[config.mk]
export PLATFORM = sky130hd
export DESIGN_NAME = clken_gen_flat
export DESIGN_NICKNAME = d
export VERILOG_FILES = /design/src/rtl/clken_gen_pkg.sv /design/src/rtl/clken_gen_if.sv /design/src/rtl/clken_gen_ch.sv /design/src/rtl/clken_gen.sv /design/src/flat_wrapper.sv
export SDC_FILE = /design/constraint.sdc
export NUM_CORES = 1
export LEC_CHECK = 0
export BUFFER_PORTS_ARGS = -buffer_cell sky130_fd_sc_hd__buf_2
export CORE_MARGIN = 3
export CORE_UTILIZATION = 50
export DETAILED_ROUTE_END_ITERATION = 10
export PLACE_DENSITY = 0.74
export SETUP_SLACK_MARGIN = 0.5
export SLEW_MARGIN = 20
export SYNTH_ARGS = -nofsm -noshare
export SYNTH_HDL_FRONTEND = slang
export SYNTH_SLANG_ARGS = --single-unit
export TNS_END_PERCENT = 10
[constraint.sdc]
create_clock -name refclk -period 7.91 [get_ports refclk]
set_input_delay 0 -clock refclk [delete_from_list [all_inputs] [get_ports refclk]]
set_output_delay 0 -clock refclk [all_outputs]
set_load 0.01 [all_outputs]
[src/rtl/clken_gen_pkg.sv]
// clken_gen_pkg: shared types and helpers for the fractional clock-enable
// generator.
//   state_e      : controller state (WAIT after reset, RUN, SETTLE after a
//                  ratio change)
//   lock_cnt_w   : width of the lock/settle counter for a given LOCK_CYCLES
//   cfg_is_valid : reconfiguration request check (channel in range,
//                  divisor nonzero, 0 < mul <= div)
package clken_gen_pkg;

    typedef enum logic [1:0] {
        WAIT   = 2'd0,
        RUN    = 2'd1,
        SETTLE = 2'd2
    } state_e;

    // The counter must be able to hold LOCK_CYCLES itself.
    function automatic int lock_cnt_w(input int lock_cycles);
        return $clog2(lock_cycles + 1);
    endfunction

    // Arguments are zero-extended to 32 bits by the caller, so the same
    // check serves every channel count and accumulator width up to 32.
    function automatic logic cfg_is_valid(input logic [31:0] ch,
                                          input logic [31:0] num_ch,
                                          input logic [31:0] mul,
                                          input logic [31:0] div);
        return (ch < num_ch) && (div != 32'd0) && (mul != 32'd0) && (mul <= div);
    endfunction

endpackage

[src/rtl/clken_gen_if.sv]
// clken_gen_if: configuration handshake and enable outputs of clken_gen.
//   cfg_valid/cfg_ready : request handshake
//   cfg_ch/mul/div      : request payload
//   cfg_err             : one-cycle pulse, previous accepted request rejected
//   ce                  : per-channel enable pulses
//   locked              : high while all channels run at their programmed ratio
//
// Handshake: a request is accepted on a rising edge where cfg_valid and
// cfg_ready are both high. The master holds cfg_ch/mul/div stable while
// cfg_valid is high and must not withdraw an unaccepted request. cfg_ready
// is high only in RUN, so a request raised during WAIT/SETTLE simply waits.
interface clken_gen_if #(
    parameter int NUM_CH = 2,
    parameter int ACC_W  = 16
);
    localparam int CH_W = (NUM_CH > 1) ? $clog2(NUM_CH) : 1;

    logic              cfg_valid;
    logic              cfg_ready;
    logic [CH_W-1:0]   cfg_ch;
    logic [ACC_W-1:0]  cfg_mul;
    logic [ACC_W-1:0]  cfg_div;
    logic              cfg_err;
    logic [NUM_CH-1:0] ce;
    logic              locked;

    modport master (
        output cfg_valid, cfg_ch, cfg_mul, cfg_div,
        input  cfg_ready, cfg_err, ce, locked
    );

    modport slave (
        input  cfg_valid, cfg_ch, cfg_mul, cfg_div,
        output cfg_ready, cfg_err, ce, locked
    );
endinterface

[src/rtl/clken_gen_ch.sv]
// clken_gen_ch: one fractional enable channel.
//   refclk, rst_n : clock, async active-low reset
//   load_i        : take mul_i/div_i as the new ratio and clear the accumulator
//   hold_i        : keep the accumulator at 0 and the enable low
//   mul_i, div_i  : new ratio, used only with load_i
//   ce_o          : registered enable pulse
// Each running cycle adds mul to the accumulator; when the sum reaches div,
// div is subtracted and a pulse is produced.
module clken_gen_ch #(
    parameter int               ACC_W    = 16,
    parameter logic [ACC_W-1:0] INIT_MUL = 1,
    parameter logic [ACC_W-1:0] INIT_DIV = 1
) (
    input  logic             refclk,
    input  logic             rst_n,
    input  logic             load_i,
    input  logic             hold_i,
    input  logic [ACC_W-1:0] mul_i,
    input  logic [ACC_W-1:0] div_i,
    output logic             ce_o
);
    logic [ACC_W-1:0] mul_q, mul_d;
    logic [ACC_W-1:0] div_q, div_d;
    logic [ACC_W-1:0] acc_q, acc_d;
    logic             ce_q, ce_d;
    // One extra bit so mul = div = 2^ACC_W-1 cannot wrap.
    logic [ACC_W:0]   sum;

    always_comb begin
        mul_d = mul_q;
        div_d = div_q;
        acc_d = acc_q;
        ce_d  = 1'b0;
        sum   = {1'b0, acc_q} + {1'b0, mul_q};
        if (load_i) begin
            mul_d = mul_i;
            div_d = div_i;
            acc_d = '0;
        end else if (hold_i) begin
            acc_d = '0;
        end else if (sum >= {1'b0, div_q}) begin
            // acc < div and mul <= div, so the difference is below div.
            acc_d = ACC_W'(sum - {1'b0, div_q});
            ce_d  = 1'b1;
        end else begin
            acc_d = sum[ACC_W-1:0];
        end
    end

    always_ff @(posedge refclk or negedge rst_n) begin
        if (!rst_n) begin
            mul_q <= INIT_MUL;
            div_q <= INIT_DIV;
            acc_q <= '0;
            ce_q  <= 1'b0;
        end else begin
            mul_q <= mul_d;
            div_q <= div_d;
            acc_q <= acc_d;
            ce_q  <= ce_d;
        end
    end

    assign ce_o = ce_q;
endmodule

[src/rtl/clken_gen.sv]
// clken_gen: NUM_CH fractional clock-enable streams at f_ref*MUL/DIV with
// runtime reprogramming and a lock indicator.
//   refclk, rst_n : reference clock, async active-low reset
//   bus           : clken_gen_if slave (config handshake, ce, locked)
//   state_o       : current controller state, for observation
// The controller waits LOCK_CYCLES after reset, then runs. A valid request
// loads the target channel and holds it for LOCK_CYCLES (SETTLE) while the
// other channels keep running; an invalid request only pulses cfg_err.
module clken_gen
    import clken_gen_pkg::*;
#(
    parameter int                      NUM_CH      = 2,
    parameter int                      ACC_W       = 16,
    parameter int                      LOCK_CYCLES = 16,
    parameter logic [NUM_CH*ACC_W-1:0] INIT_MUL    = {16'd1, 16'd1},
    parameter logic [NUM_CH*ACC_W-1:0] INIT_DIV    = {16'd5, 16'd1}
) (
    input  logic        refclk,
    input  logic        rst_n,
    clken_gen_if.slave  bus,
    output state_e      state_o
);
    localparam int CH_W = (NUM_CH > 1) ? $clog2(NUM_CH) : 1;
    localparam int LCW  = lock_cnt_w(LOCK_CYCLES);

    state_e          state_q, state_d;
    logic [LCW-1:0]  cnt_q, cnt_d;
    logic [CH_W-1:0] settle_ch_q, settle_ch_d;
    logic            locked_q, ready_q, err_q, err_d;
    logic            accept, req_ok, cfg_write;
    logic [NUM_CH-1:0] load_w, hold_w, ce_w;

    assign accept    = bus.cfg_valid && ready_q;
    assign req_ok    = cfg_is_valid(32'(bus.cfg_ch), 32'(NUM_CH),
                                    32'(bus.cfg_mul), 32'(bus.cfg_div));
    assign cfg_write = accept && req_ok;

    always_comb begin
        state_d     = state_q;
        cnt_d       = cnt_q;
        settle_ch_d = settle_ch_q;
        err_d       = 1'b0;
        case (state_q)
            WAIT, SETTLE: begin
                if (cnt_q == LCW'(LOCK_CYCLES - 1)) begin
                    state_d = RUN;
                    cnt_d   = '0;
                end else begin
                    cnt_d = cnt_q + LCW'(1);
                end
            end
            RUN: begin
                if (cfg_write) begin
                    state_d     = SETTLE;
                    cnt_d       = '0;
                    settle_ch_d = bus.cfg_ch;
                end else if (accept) begin
                    err_d = 1'b1;
                end
            end
            default: begin
                state_d = WAIT;
                cnt_d   = '0;
            end
        endcase
    end

    always_ff @(posedge refclk or negedge rst_n) begin
        if (!rst_n) begin
            state_q     <= WAIT;
            cnt_q       <= '0;
            settle_ch_q <= '0;
            locked_q    <= 1'b0;
            ready_q     <= 1'b0;
            err_q       <= 1'b0;
        end else begin
            state_q     <= state_d;
            cnt_q       <= cnt_d;
            settle_ch_q <= settle_ch_d;
            locked_q    <= (state_d == RUN);
            ready_q     <= (state_d == RUN);
            err_q       <= err_d;
        end
    end

    // Channel controls are decoded from the next state so that the cycle
    // in which locked first reads high is already counting step k=1.
    for (genvar g = 0; g < NUM_CH; g++) begin : g_ch
        assign load_w[g] = cfg_write && (bus.cfg_ch == CH_W'(g));
        assign hold_w[g] = (state_d == WAIT) ||
                           ((state_d == SETTLE) && (settle_ch_d == CH_W'(g)));

        clken_gen_ch #(
            .ACC_W    (ACC_W),
            .INIT_MUL (INIT_MUL[g*ACC_W +: ACC_W]),
            .INIT_DIV (INIT_DIV[g*ACC_W +: ACC_W])
        ) u_ch (
            .refclk (refclk),
            .rst_n  (rst_n),
            .load_i (load_w[g]),
            .hold_i (hold_w[g]),
            .mul_i  (bus.cfg_mul),
            .div_i  (bus.cfg_div),
            .ce_o   (ce_w[g])
        );
    end

    assign bus.ce        = ce_w;
    assign bus.locked    = locked_q;
    assign bus.cfg_ready = ready_q;
    assign bus.cfg_err   = err_q;
    assign state_o       = state_q;
endmodule
[src/flat_wrapper.sv]
// flat-port wrapper written by rule: the top's interface ports become plain ports
module clken_gen_flat import clken_gen_pkg::*;
#(
    parameter int                      NUM_CH      = 2,
    parameter int                      ACC_W       = 16,
    parameter int                      LOCK_CYCLES = 16,
    parameter logic [NUM_CH*ACC_W-1:0] INIT_MUL    = {16'd1, 16'd1},
    parameter logic [NUM_CH*ACC_W-1:0] INIT_DIV    = {16'd5, 16'd1}
)
  (refclk, rst_n, state_o, bus_cfg_valid, bus_cfg_ch, bus_cfg_mul, bus_cfg_div, bus_cfg_ready, bus_cfg_err, bus_ce, bus_locked);
  clken_gen_if #(.NUM_CH(NUM_CH), .ACC_W(ACC_W)) bus_i ();
  input  logic refclk;
  input  logic rst_n;
  output state_e state_o;
  input wire logic [$bits(bus_i.cfg_valid)-1:0] bus_cfg_valid;
  input wire logic [$bits(bus_i.cfg_ch)-1:0] bus_cfg_ch;
  input wire logic [$bits(bus_i.cfg_mul)-1:0] bus_cfg_mul;
  input wire logic [$bits(bus_i.cfg_div)-1:0] bus_cfg_div;
  output wire logic [$bits(bus_i.cfg_ready)-1:0] bus_cfg_ready;
  output wire logic [$bits(bus_i.cfg_err)-1:0] bus_cfg_err;
  output wire logic [$bits(bus_i.ce)-1:0] bus_ce;
  output wire logic [$bits(bus_i.locked)-1:0] bus_locked;
  assign bus_i.cfg_valid = bus_cfg_valid;
  assign bus_i.cfg_ch = bus_cfg_ch;
  assign bus_i.cfg_mul = bus_cfg_mul;
  assign bus_i.cfg_div = bus_cfg_div;
  assign bus_cfg_ready = bus_i.cfg_ready;
  assign bus_cfg_err = bus_i.cfg_err;
  assign bus_ce = bus_i.ce;
  assign bus_locked = bus_i.locked;
  clken_gen #(.NUM_CH(NUM_CH), .ACC_W(ACC_W), .LOCK_CYCLES(LOCK_CYCLES), .INIT_MUL(INIT_MUL), .INIT_DIV(INIT_DIV)) u_core (.refclk(refclk), .rst_n(rst_n), .bus(bus_i), .state_o(state_o));
endmodule
Yosys cells after proc, flatten, opt, wreduce, memory -nomap -nowiden --
Index checks and enable logic that the tools add are counted.
Word-level totals: register bits after elaboration 108, input port bits 36, output and inout port bits 7, word-level logic and storage cells 67
Cells by class: add/sub/neg operators 5, magnitude comparators 3, eq/ne operators 6, muxes and demuxes 23, bitwise operators 2, reduce and logical (&&, ||, !) cells 15
Operators with widths (count):
- $mux W16 | 6
- $add A16 B16 Y17 | 2
- $ge A17 B16 Y1 | 2
- $reduce_bool A16 Y1 | 2
- $sub A16 B16 Y16 | 2
- $le A16 B16 Y1 | 1
- $mux W1 | 11
- $mux W5 | 2
- $pmux W5 S2 | 1
- $logic_and A1 B1 Y1 | 8
- $add A5 B1 Y5 const B | 1
- $eq A5 B4 Y1 const B | 1
- $eq A2 B1 Y1 const B | 2
- $eq A2 B2 Y1 const B | 2
- $logic_not A2 Y1 | 2
- $mux W2 | 2
- $pmux W2 S2 | 1
- $logic_or A1 B1 Y1 | 2
- $ne A2 B1 Y1 const B | 1
- $not A1 Y1 | 2
- $reduce_or A2 Y1 | 1

Depth between registers and ports, before layout --
Gate-level depths: netlist of run 1.
word-level depth 11, gate-level depth with buffers 20, mapped depth without buffers 18

Hierarchy --
Synthesis of run 1 repeated with hierarchy kept, for this count alone.
Second synthesis, totals: cell total of the unflattened synthesis 865, area total of the unflattened synthesis 7931.4 µm²
By module, submodules not included:
- clken_gen_ch at u_core.g_ch[0].u_ch | times used 1, cells an instance 371, area an instance 3485.8 µm², sequential area each 1228.7 µm²
- clken_gen_ch at u_core.g_ch[1].u_ch | times used 1, cells an instance 373, area an instance 3434.5 µm², sequential area each 1229.9 µm²
- clken_gen | times used 1, cells an instance 121, area an instance 1011.0 µm², sequential area each 250.2 µm²

Worst setup path after synthesis of run 1 --
No wires, ideal clock.
kind reg2reg, start point reg u_core.g_ch[0].u_ch.mul_q[0], end point reg u_core.g_ch[0].u_ch.acc_q[0], library setup time 0.087 ns, data arrival time 3.917 ns, data required time 7.823 ns, slack 3.907 ns, cell stages (with the launch flop) 19, buffers on the path 1, clock period less this slack 4.003 ns, cell sequence dfstp_2 ha_1 inv_1 fa_1 nor2b_1 o31a_1 o211ai_2 nand2_1 a21oi_1 o311ai_0 ha_1 and2_1 and3_1 o21ai_0 a21oi_1 o31ai_2 o2111ai_4 buf_6 a211oi_2
On the way: longest elaborated chain between the ends 5, elaborated cells on any way between the ends 6, classes of those cells 2 x add/sub; 1 x order compare; 3 x mux
Ends and longest elaborated chain:
- from (decl) | RTL line clken_gen_ch.sv:22 | logic [ACC_W-1:0] mul_q, mul_d;
- from (signal assigned) | RTL line clken_gen_ch.sv:57 | mul_q <= mul_d;
- $add A16 B16 Y17 * | RTL line clken_gen_ch.sv:34 | sum = {1'b0, acc_q} + {1'b0, mul_q};
- $sub A16 B16 Y16 / $ge A17 B16 Y1 (equally long branches) | RTL line clken_gen_ch.sv:43, clken_gen_ch.sv:41
- $mux W16 * | RTL line clken_gen_ch.sv:41 | end else if (sum >= {1'b0, div_q}) begin
- $mux W16 * | RTL line clken_gen_ch.sv:39 | end else if (hold_i) begin
- $mux W16 * | RTL line clken_gen_ch.sv:35 | if (load_i) begin
- net u_core.g_ch[0].u_ch.acc_d[0] | RTL line clken_gen_ch.sv:24 | logic [ACC_W-1:0] acc_q, acc_d;
- to (signal assigned) | RTL line clken_gen_ch.sv:54 | acc_q <= '0;
- to (signal assigned) | RTL line clken_gen_ch.sv:59 | acc_q <= acc_d;
- to (decl) | RTL line clken_gen_ch.sv:24
Mark *: on every way through the listed nets, which the timed path passes. The rest lies on a longest branch. A chain may end at the register's enable or synchronous reset.

Worst setup path in the final report of run 1 --
start point reg u_core.g_ch[1].u_ch.mul_q[0], end point reg u_core.g_ch[1].u_ch.acc_q[14]
On the way: longest elaborated chain between the ends 5, elaborated cells on any way between the ends 6, classes of those cells 2 x add/sub; 1 x order compare; 3 x mux
Ends and longest elaborated chain (RTL line):
- from (decl) | clken_gen_ch.sv:22
- from (signal assigned) | clken_gen_ch.sv:57
- $add A16 B16 Y17 * | clken_gen_ch.sv:34
- $sub A16 B16 Y16 / $ge A17 B16 Y1 (equally long branches) | clken_gen_ch.sv:43, clken_gen_ch.sv:41
- $mux W16 * | clken_gen_ch.sv:41
- $mux W16 * | clken_gen_ch.sv:39
- $mux W16 * | clken_gen_ch.sv:35
- net u_core.g_ch[1].u_ch.acc_d[14] | clken_gen_ch.sv:24
- to (signal assigned) | clken_gen_ch.sv:54
- to (signal assigned) | clken_gen_ch.sv:59
- to (decl) | clken_gen_ch.sv:24
Marks and branches as above.

==> summary.md, run 1 <==
| Metric | Value |
|---|---|
| DRC viols | 0 |
| Setup TNS | 0 ps |
| Final hold vios | 0 |
| Hold Crit Class | in2async |
| Post-synthesis mux area share | 0.0707 |
| Post-synth ARST share | 1.00 |
| CTS tree | done |
| Drt wl/cell | 16.5 um |
| Number of max-cap violations | 0 |
| GPL Wtd Cong | 0.865 |
| Die height | 131 um |
| Util after Layout | 0.575 |
| Reg2Reg Launch Point | u_core.g_ch[1].u_ch.mul_q[0]$_DFFE_PN1P_ |
| Synth Area in XOR/XNOR | 0.0446 |
| # diodes | 0 |
| First-pass DRT Iterations | 5 |
| Die width | 131 um |
| EDFF count, synth | 0 |
| Initial Util | 0.513 |
| Detail Route Antenna Nets | 0 |
| Ordered list of cells on the worst path | ha_1 -> inv_1 -> fa_1 -> nor2b_1 -> o2111ai_1 -> nand4_1 -> a31o_2 -> a21oi_1 -> xnor2_1 -> ha_1 -> and4_1 -> nor4b_1 -> a2111oi_0 -> o31ai_2 -> nor2b_2 -> mux2_2 -> nor2_1 |
| Hold WS | 172 ps |
| Main combinational cell family by area after synthesis | compound AO/OA/AOI/OAI gates |
| Placement Rows | 45 |
| Via-to-Cell Ratio | 5.66 |
| Number of buffers inserted by port buffering | 42 |
| Critical path peak fanout | 19 |
| Setup violators final | 0 |
| Leading area contributor after synthesis | dfrtp_1 |
| Final nets | 1,030 |
| Max-slew violation count | 0 |
| Avg Inst Size Synth | 9.33 sq um |
| DRT iter0 DRCs | 304 |
| Area Overhead vs Synth | 12.1% |
| Register area share after synthesis | 0.345 |
| Compound-Gate Fraction of Synth Area | 0.184 |
| Worst Max-Slew Pin Slew | 971 ps |
| Post-CTS Setup Repair Bufs | 0 |
| Total gr overflow | 0 |
| Vias in the first global route | 6,266 |
| Synthesis warning total | 0 |
| Clock skew | 8.55 ps |
| Synth Cell Area | 7860 sq um |
| Clk Latency, worst-skew pair | 350 ps |
| Simple-Gate Fraction of Synth Area | 0.164 |
| Core area | 15,300 sq um |
| RSZ-0062 raised after global routing | false |
| Slew margin rel. | 0.350 |
| Multi-input logic area | 4730 sq um |
| Layout fillers | 1,362 |
| H-tree levels | 3 |
| Via Count | 6,366 |
| CTS sink count | 108 |
| # IOs | 43 |
| Syn_nets | 963 |
| WL final | 18,500 um |
| Crit-path slowest cell | nor2b_2 |
| Share of the synthesized area in the top cell type | 0.328 |
| Cells after Synth | 842 |
| Global-route wire length before repair | 30,700 um |
| CP required | 8190 ps |
| Synth Area in Adders | 0.139 |
| Num CTS Buffers | 9 |
| Crit path launch | u_core.g_ch[1].u_ch.mul_q[0]$_DFFE_PN1P_ |
| Crit end category | register |
| Root Buffer | clkbuf_16 |
| CP max stage delay | 790 ps |
| Dpl cell area | 8170 sq um |
| Min Clock Period, post-route | 4800 ps |
| Yosys reg bits | 108 |
| Largest net degree at the start of global routing | 73 |
| Total track usage | 0.214 |
| Largest cells by area after synthesis | dfrtp_1 (33%), ha_1 (13%), mux2_2 (5.2%) |
| Final design area excluding fillers | 8810 sq um |
| Most used cell, CP | ha_1 |
| Worst-path clk slew | 70 ps |
| Top FF cell, synth | dfrtp_1 |
| CTS Buffer Depth | 2 |
| Startpoint types | register |
| Register Area | 2710 sq um |
| WS Path Type | reg2reg |
| Cell with the most instances after synthesis | dfrtp_1 |
| Synth cell count leaders | dfrtp_1 (103), ha_1 (81), nand2_1 (79) |
| Fin crit share | 0.607 |
| Share of layout cells above drive strength 1 | 0.130 |
| Max Freq | 208 MHz |
| Die Footprint | 17,300 sq um |
| Final HPWL DP | 13,600 um |
| Synth cell types | 72 |
| Antenna violations before repair | 0 |
| Arrival time at the worst endpoint | 5080 ps |
| Status | complete, no violations |
==> registers in the layout, indices dropped and copies added, names as in the netlist <==
| register | flops |
|---|---|
| u_core.bus.cfg_err | 1 |
| u_core.bus.locked | 1 |
| u_core.cnt_q | 5 |
| u_core.g_ch.u_ch.acc_q | 32 |
| u_core.g_ch.u_ch.ce_o | 2 |
| u_core.g_ch.u_ch.div_q | 32 |
| u_core.g_ch.u_ch.mul_q | 32 |
| u_core.settle_ch_q | 1 |
| u_core.state_o | 2 |
==> cells by family after synthesis <==
family	after synthesis
buf+inv	85
xor+xnor	40
simple gates	260
fa+ha+maj	85
mux	51
flops	108
compound gates	213
==> metrics by stage <==
stage	setup WS (ps)	instances
after CTS	3090	1125
after global routing	2770	1125
after floorplan	3910	842
final	3110	1125
after global placement	3240	1074
after detailed placement	3090	1074
==> repair_timing <==
action	CTS	global route
hold endpoints to repair	102	0
hold buffers	35	0
setup endpoints to repair	0	0
resized for setup	0	0
==> layer usage <==
layer  wire (um)  up-vias  global-route usage  share of wire
li1            -     3162                   -              -
met1        8500     3026               0.279           0.46
met2        8940      142               0.369           0.48
met3         518       36              0.0230          0.028
met4         584        0              0.0823          0.031
met5           0        -                   0              0
==> layout by cell type (no fill, tap or decap), types with 5 or more instances in the layout <==
cell type	instances
nand2b_1	7
a21oi_1	49
and3_1	6
nor3_1	11
buf_2	41
nand3_1	16
nand4_1	13
o21a_1	16
a211oi_1	9
nand2_1	79
mux2_2	36
a21o_1	20
and2_1	5
mux2i_1	15
clkbuf_16	9
o21ai_0	59
xor2_1	12
dfrtp_1	103
nor2_1	69
o211ai_1	6
inv_1	61
xnor2_1	28
nor4_1	15
o31a_1	5
dlygate4sd3_1	35
nor2b_1	13
dfstp_2	5
ha_1	81
==> final timing paths <==
| kind | to | slack [ps] | depth (start not counted) |
|---|---|---|---|
| min in group refclk | u_core.g_ch[0].u_ch.div_q[10]$_DFFE_PN0P_ | 470 | 4 |
| min | u_core.cnt_q[2]$_DFFE_PN0P_ | 170 | 2 |
| max reg2reg | u_core.g_ch[1].u_ch.acc_q[14]$_DFF_PN0_ | 3110 | 17 |
| min reg2reg | u_core.cnt_q[4]$_DFFE_PN0P_ | 500 | 1 |
| max in group asynchronous | u_core.g_ch[1].u_ch.div_q[11]$_DFFE_PN0P_ | 6460 | 3 |
| max | u_core.g_ch[1].u_ch.acc_q[14]$_DFF_PN0_ | 3110 | 17 |
==> critical path: cells and delay by family (launching register included) <==
| family | cells | cell delay (ps) |
|---|---|---|
| and+or+nand+nor | 6 | 1630 |
| AOI/OAI and AO/OA | 5 | 990 |
| adders and majority gates | 3 | 910 |
| DFF | 1 | 530 |
| muxes | 1 | 410 |
| xor gates and xnor gates | 1 | 200 |
| buffers and inverters | 1 | 70 |
==> cell type report <==
type                       instances  share of cell area
clock inverter                     4             0.00582
tap                              211              0.0300
clock buffer                      12              0.0268
sequential                       108               0.308
multi-input combinational        649               0.537
inverter                          61              0.0260
timing repair buffer              80              0.0665
Power of run 1 is left out: the tool's default activity adds up to more than one toggle a clock period on the data nets, which glitch-free logic cannot reach.
==> run 2, diff against run 1 <==
--- a/config.mk
+++ b/config.mk
@@ -9,7 +9,7 @@
 export CORE_MARGIN = 3
 export CORE_UTILIZATION = 50
 export DETAILED_ROUTE_END_ITERATION = 10
-export PLACE_DENSITY = 0.74
+export PLACE_DENSITY = 0.77
 export SETUP_SLACK_MARGIN = 0.5
 export SLEW_MARGIN = 20
 export SYNTH_ARGS = -nofsm -noshare
==> constraint.sdc (replaced) <==
create_clock -name refclk -period 4.3 [get_ports refclk]
set_input_delay 0 -clock refclk [delete_from_list [all_inputs] [get_ports refclk]]
set_output_delay 0 -clock refclk [all_outputs]
set_load 0.01 [all_outputs]
==> run 2 against run 1 <==
Critical path type unchanged. Largest cell class unchanged. Clock skew up 2.4 ps. Flip-flop and latch count unchanged. Setup slack worse by 2900 ps. First-iteration DRC count up 18%. Hold slack better by 120 ps. Register-to-register slack worse by 2900 ps.
==> summary.md, run 2 (synthesis results as in run 1) <==
| Metric | Value |
|---|---|
| Status | complete, no violations |
| Hold Crit Class | in2async |
| Number of buffers inserted by port buffering | 42 |
| Final nets | 1,063 |
| Arrival time at the worst endpoint | 4430 ps |
| FF-to-FF path depth | 16 |
| Regs by FF count | u_core.g_ch.u_ch.acc_q: 32 flops, u_core.g_ch.u_ch.div_q: 32 flops, u_core.g_ch.u_ch.mul_q: 32 flops |
| Reg2Reg Setup Slack | 160 ps |
| Drt wl/cell | 17.9 um |
| Max Freq | 241 MHz |
| Max-slew violation count | 0 |
| Via Count | 6,785 |
| Total number of cells along the worst setup path | 16 |
| Vias in the first global route | 6,770 |
| Layout fillers | 1,246 |
| Delay-heaviest family, CP | compound AO/OA/AOI/OAI gates |
| CP required | 4580 ps |
| CTS tree | done |
| RSZ-0062 raised after global routing | true |
| Reg2Reg Launch Point | u_core.g_ch[1].u_ch.mul_q[1]$_DFFE_PN0P_ |
| First-pass DRT Iterations | 5 |
| # IOs | 43 |
| Initial Util | 0.513 |
| Number of max-cap violations | 0 |
| Worst path bufs/invs | 1 |
| Critical path peak fanout | 4 |
| Die width | 131 um |
| Share of layout cells above drive strength 1 | 0.207 |
| Setup violators final | 0 |
| Hold WS | 294 ps |
| Via-to-Cell Ratio | 5.86 |
| Worst-path clk slew | 70 ps |
| H-tree levels | 3 |
| Min Clock Period, post-route | 4140 ps |
| Register Area | 2710 sq um |
| CP max stage delay | 410 ps |
| Area Overhead vs Synth | 19.8% |
| Placement Rows | 45 |
| Root Buffer | clkbuf_16 |
| Die Footprint | 17,300 sq um |
| Most used cell, CP | ha_1 |
| Multi-input logic area | 5010 sq um |
| Global-route wire length before repair | 33,100 um |
| Most frequent cells in the layout | dfrtp_1 (103), nand2_1 (78), ha_1 (74) |
| Final HPWL DP | 14,100 um |
| Largest net degree at the start of global routing | 69 |
| Dpl cell area | 8270 sq um |
| RR Endpoint | u_core.g_ch[1].u_ch.acc_q[14]$_DFF_PN0_ |
| Antenna violations before repair | 0 |
| DRT iter0 DRCs | 358 |
| Clk Latency, worst-skew pair | 360 ps |
| Num CTS Buffers | 9 |
| GPL Wtd Cong | 0.891 |
| Slew margin rel. | 0.411 |
| Ordered list of cells on the worst path | ha_1 -> a211oi_1 -> o21a_1 -> o31ai_4 -> a21o_1 -> o41ai_1 -> xnor2_1 -> ha_1 -> nand4_1 -> nor4b_2 -> a2111oi_2 -> o31ai_2 -> nor2b_4 -> buf_6 -> mux2_2 -> nor2_1 |
| DRC viols | 0 |
| Die height | 131 um |
| Core area | 15,300 sq um |
| Crit end category | register |
| CTS Buffer Depth | 2 |
| Final design area excluding fillers | 9410 sq um |
| Detail Route Antenna Nets | 0 |
| Crit-path slowest cell | dfrtp_1 |
| Clock skew | 10.9 ps |
| Total track usage | 0.233 |
| WL final | 20,700 um |
| WS Path Type | reg2reg |
| Most common cell after layout, fill and taps aside | dfrtp_1 |
| Final hold vios | 0 |
| Startpoint types | register |
| Fin crit share | 0.964 |
| Total gr overflow | 0 |
| CTS sink count | 108 |
| # diodes | 0 |
| Worst Max-Slew Pin Slew | 884 ps |
## run 2: cell types whose count changed in the layout (fill, tap and decap cells not counted), sizes merged
cell      previous run  this run
buf                 45        76
clkinv               1         4
clkinvlp             1         0
## run 2: metal layers
| layer | vias up | GRT usage | wire length (um) |
|---|---|---|---|
| li1 | 3232 | - | - |
| met3 | 66 | 0.0283 | 815 |
| met4 | 0 | 0.120 | 826 |
| met2 | 206 | 0.400 | 10400 |
| met1 | 3281 | 0.290 | 8640 |
| met5 | - | 0 | 0 |
## run 2: worst max-delay path by stage
stage,startpoint,to
after floorplan,u_core.g_ch[1].u_ch.mul_q[0]$_DFFE_PN1P_,u_core.g_ch[1].u_ch.acc_q[9]$_DFF_PN0_
after global placement,u_core.g_ch[0].u_ch.mul_q[8]$_DFFE_PN0P_,u_core.g_ch[0].u_ch.acc_q[13]$_DFF_PN0_
after detailed placement,u_core.g_ch[0].u_ch.mul_q[0]$_DFFE_PN1P_,u_core.g_ch[0].u_ch.acc_q[13]$_DFF_PN0_
after CTS,u_core.g_ch[1].u_ch.mul_q[0]$_DFFE_PN1P_,u_core.g_ch[1].u_ch.acc_q[14]$_DFF_PN0_
after global routing,u_core.g_ch[0].u_ch.mul_q[0]$_DFFE_PN1P_,u_core.g_ch[0].u_ch.acc_q[11]$_DFF_PN0_
final,u_core.g_ch[1].u_ch.mul_q[1]$_DFFE_PN0P_,u_core.g_ch[1].u_ch.acc_q[14]$_DFF_PN0_
## run 2: cell type report
cell class,instances,share of cell area
Clock buffer,10,0.0243
Clock inverter,6,0.00771
Inverter,61,0.0243
Multi-Input combinational cell,649,0.532
Sequential cell,108,0.288
Tap cell,211,0.0281
Timing Repair Buffer,113,0.0959
## run 2: repair_timing
item / CTS / global route
cloned: 0 / 3
resized for setup: 20 / 33
buffers inserted: 15 / 9
hold endpoints to repair: 128 / 0
setup endpoints to repair: 34 / 34
hold buffers: 35 / 0
pin swaps: 18 / 28
## run 2: through the flow
step	instances	utilization	TNS, ps	worst slack (ps)
3_3_place_gp	1080	0.540	0	146
4_1_cts	1146	0.597	0	244
6_report	1158	0.615	0	155
5_1_grt	1158	0.615	-305	-61.0
3_5_place_dp	1080	0.540	0	54.9
2_1_floorplan	842	-	0	507
Power of run 2 is left out for the same reason.
==> run 3, diff against run 2 <==
--- a/config.mk
+++ b/config.mk
@@ -9,6 +9,7 @@
 export CORE_MARGIN = 3
 export CORE_UTILIZATION = 50
 export DETAILED_ROUTE_END_ITERATION = 10
+export GPL_TIMING_DRIVEN = 0
 export PLACE_DENSITY = 0.77
 export SETUP_SLACK_MARGIN = 0.5
 export SLEW_MARGIN = 20
==> run 3 against run 2 <==
Die area stayed put. Highest routed layer unchanged. Fmax is 0.45% lower. Cell count is 1.3% higher. Flip-flop and latch count stayed put.
==> summary.md, run 3 (synthesis results as in run 1) <==
| Metric | Value |
|---|---|
| Status | complete, no violations |
| Setup TNS | 0 ps |
| Vias in the first global route | 6,932 |
| Most frequent cells in the layout | dfrtp_1 (103), nand2_1 (78), ha_1 (75) |
| Max Freq | 240 MHz |
| Setup violators final | 0 |
| Slew margin rel. | 0.585 |
| WS Path Type | reg2reg |
| Clk Latency, worst-skew pair | 360 ps |
| Hold Crit Class | in2async |
| WL final | 21,100 um |
| DRC viols | 0 |
| Startpoint types | register |
| Antenna violations before repair | 0 |
| # diodes | 0 |
| Area Overhead vs Synth | 22.1% |
| Clock skew | 9.91 ps |
| Largest net degree at the start of global routing | 58 |
| Die Footprint | 17,300 sq um |
| CP required | 4540 ps |
| Hold WS | 155 ps |
| Drt wl/cell | 18.0 um |
| Fin crit share | 0.968 |
| Most common cell after layout, fill and taps aside | dfrtp_1 |
| Crit end category | register |
| DRT iter0 DRCs | 433 |
| GPL Wtd Cong | 0.893 |
| Final HPWL DP | 14,700 um |
| First-pass DRT Iterations | 5 |
| Place WS | -30.2 ps |
| Critical path peak fanout | 7 |
| Min Clock Period, post-route | 4160 ps |
| CTS tree | done |
| Global-route wire length before repair | 33,900 um |
| Worst setup margin | 136 ps |
| RSZ-0062 raised after global routing | true |
| Util after Layout | 0.626 |
| Number of max-cap violations | 0 |
| Total gr overflow | 0 |
| Root Buffer | clkbuf_16 |
| Total track usage | 0.241 |
| Via-to-Cell Ratio | 5.80 |
| Worst-path clk slew | 80 ps |
| Num CTS Buffers | 9 |
| H-tree levels | 3 |
| Number of buffers inserted by port buffering | 42 |
| Die width | 131 um |
| Placement Rows | 45 |
| Worst Max-Slew Pin Slew | 617 ps |
| Core area | 15,300 sq um |
| Max-slew violation count | 0 |
| Die height | 131 um |
| CTS sink count | 108 |
| Initial Util | 0.513 |
| Via Count | 6,807 |
| Detail Route Antenna Nets | 0 |
| # IOs | 43 |
| Final nets | 1,078 |
| Regs by FF count | u_core.g_ch.u_ch.acc_q: 32 flops, u_core.g_ch.u_ch.div_q: 32 flops, u_core.g_ch.u_ch.mul_q: 32 flops |
| Share of layout cells above drive strength 1 | 0.217 |
| Final hold vios | 0 |
| Arrival time at the worst endpoint | 4410 ps |
| CTS Buffer Depth | 2 |
## run 3: cell count changes in the layout (fill, tap and decap cells not counted), sizes merged
cell	delta
clkbuf	+3
inv	+1
buf	+12
clkinv	-1
## run 3: final timing paths
path / startpoint / end / slack [ps] / cells past startpoint
hold reg to reg: u_core.cnt_q[4]$_DFFE_PN0P_ / u_core.cnt_q[4]$_DFFE_PN0P_ / 490 / 1
setup reg to reg: u_core.g_ch[0].u_ch.mul_q[0]$_DFFE_PN1P_ / u_core.g_ch[0].u_ch.acc_q[11]$_DFF_PN0_ / 140 / 19
setup / recovery: u_core.g_ch[0].u_ch.mul_q[0]$_DFFE_PN1P_ / u_core.g_ch[0].u_ch.acc_q[11]$_DFF_PN0_ / 140 / 19
min in group refclk: bus_cfg_ch / u_core.settle_ch_q$_DFF_PN0_ / 470 / 3
hold / removal: rst_n / u_core.cnt_q[4]$_DFFE_PN0P_ / 160 / 2
max in group asynchronous: rst_n / u_core.g_ch[1].u_ch.div_q[2]$_DFFE_PN1P_ / 3460 / 3
## run 3: final cells by class
type	count	area (sq um)
Fill cell	1214	5720
Buffer	24	195
Tap cell	211	264
Inverter	61	229
Timing Repair Buffer	104	818
Clock buffer	10	239
Clock inverter	6	70.1
Multi-Input combinational cell	649	5070
Sequential cell	108	2710
## run 3: metal layers
metal	share of wire	up-vias	GRT usage	wire length, um
met2	0.50	212	0.432	10600
met1	0.41	3258	0.282	8740
li1	-	3254	-	-
met4	0.046	0	0.125	974
met5	0	-	0	0
met3	0.039	83	0.0283	815
## run 3: worst max-delay path: stages (launching register included)
cell and delay [ps]:
dfstp_2 560, ha_4 130, inv_2 30, fa_2 350, nor2b_2 130, o31a_1 220, o211ai_2 160, nand2_2 140
a21oi_4 80, o311ai_4 310, ha_1 330, a21oi_2 230, o21ai_2 130, o21ai_4 190, a21oi_4 60, o31ai_4 320
o2111ai_4 280, buf_6 210, nor2_1 130, a211oi_2 60
## run 3: through the flow
step                      cells  area [sq um]
final                      1173          9590
after global routing       1173          9590
after CTS                  1170          9450
after detailed placement   1096          8390
after global placement     1095          8360
after floorplan             842          7890
## run 3: what timing repair did
item,4_1_cts,5_1_grt
gates cloned,2,0
setup buffers,21,3
hold buffers,35,0
hold endpoints to repair,116,0
pin swaps,25,16
resized for setup,42,20
setup endpoints to repair,34,34
Power of run 3 is left out for the same reason.
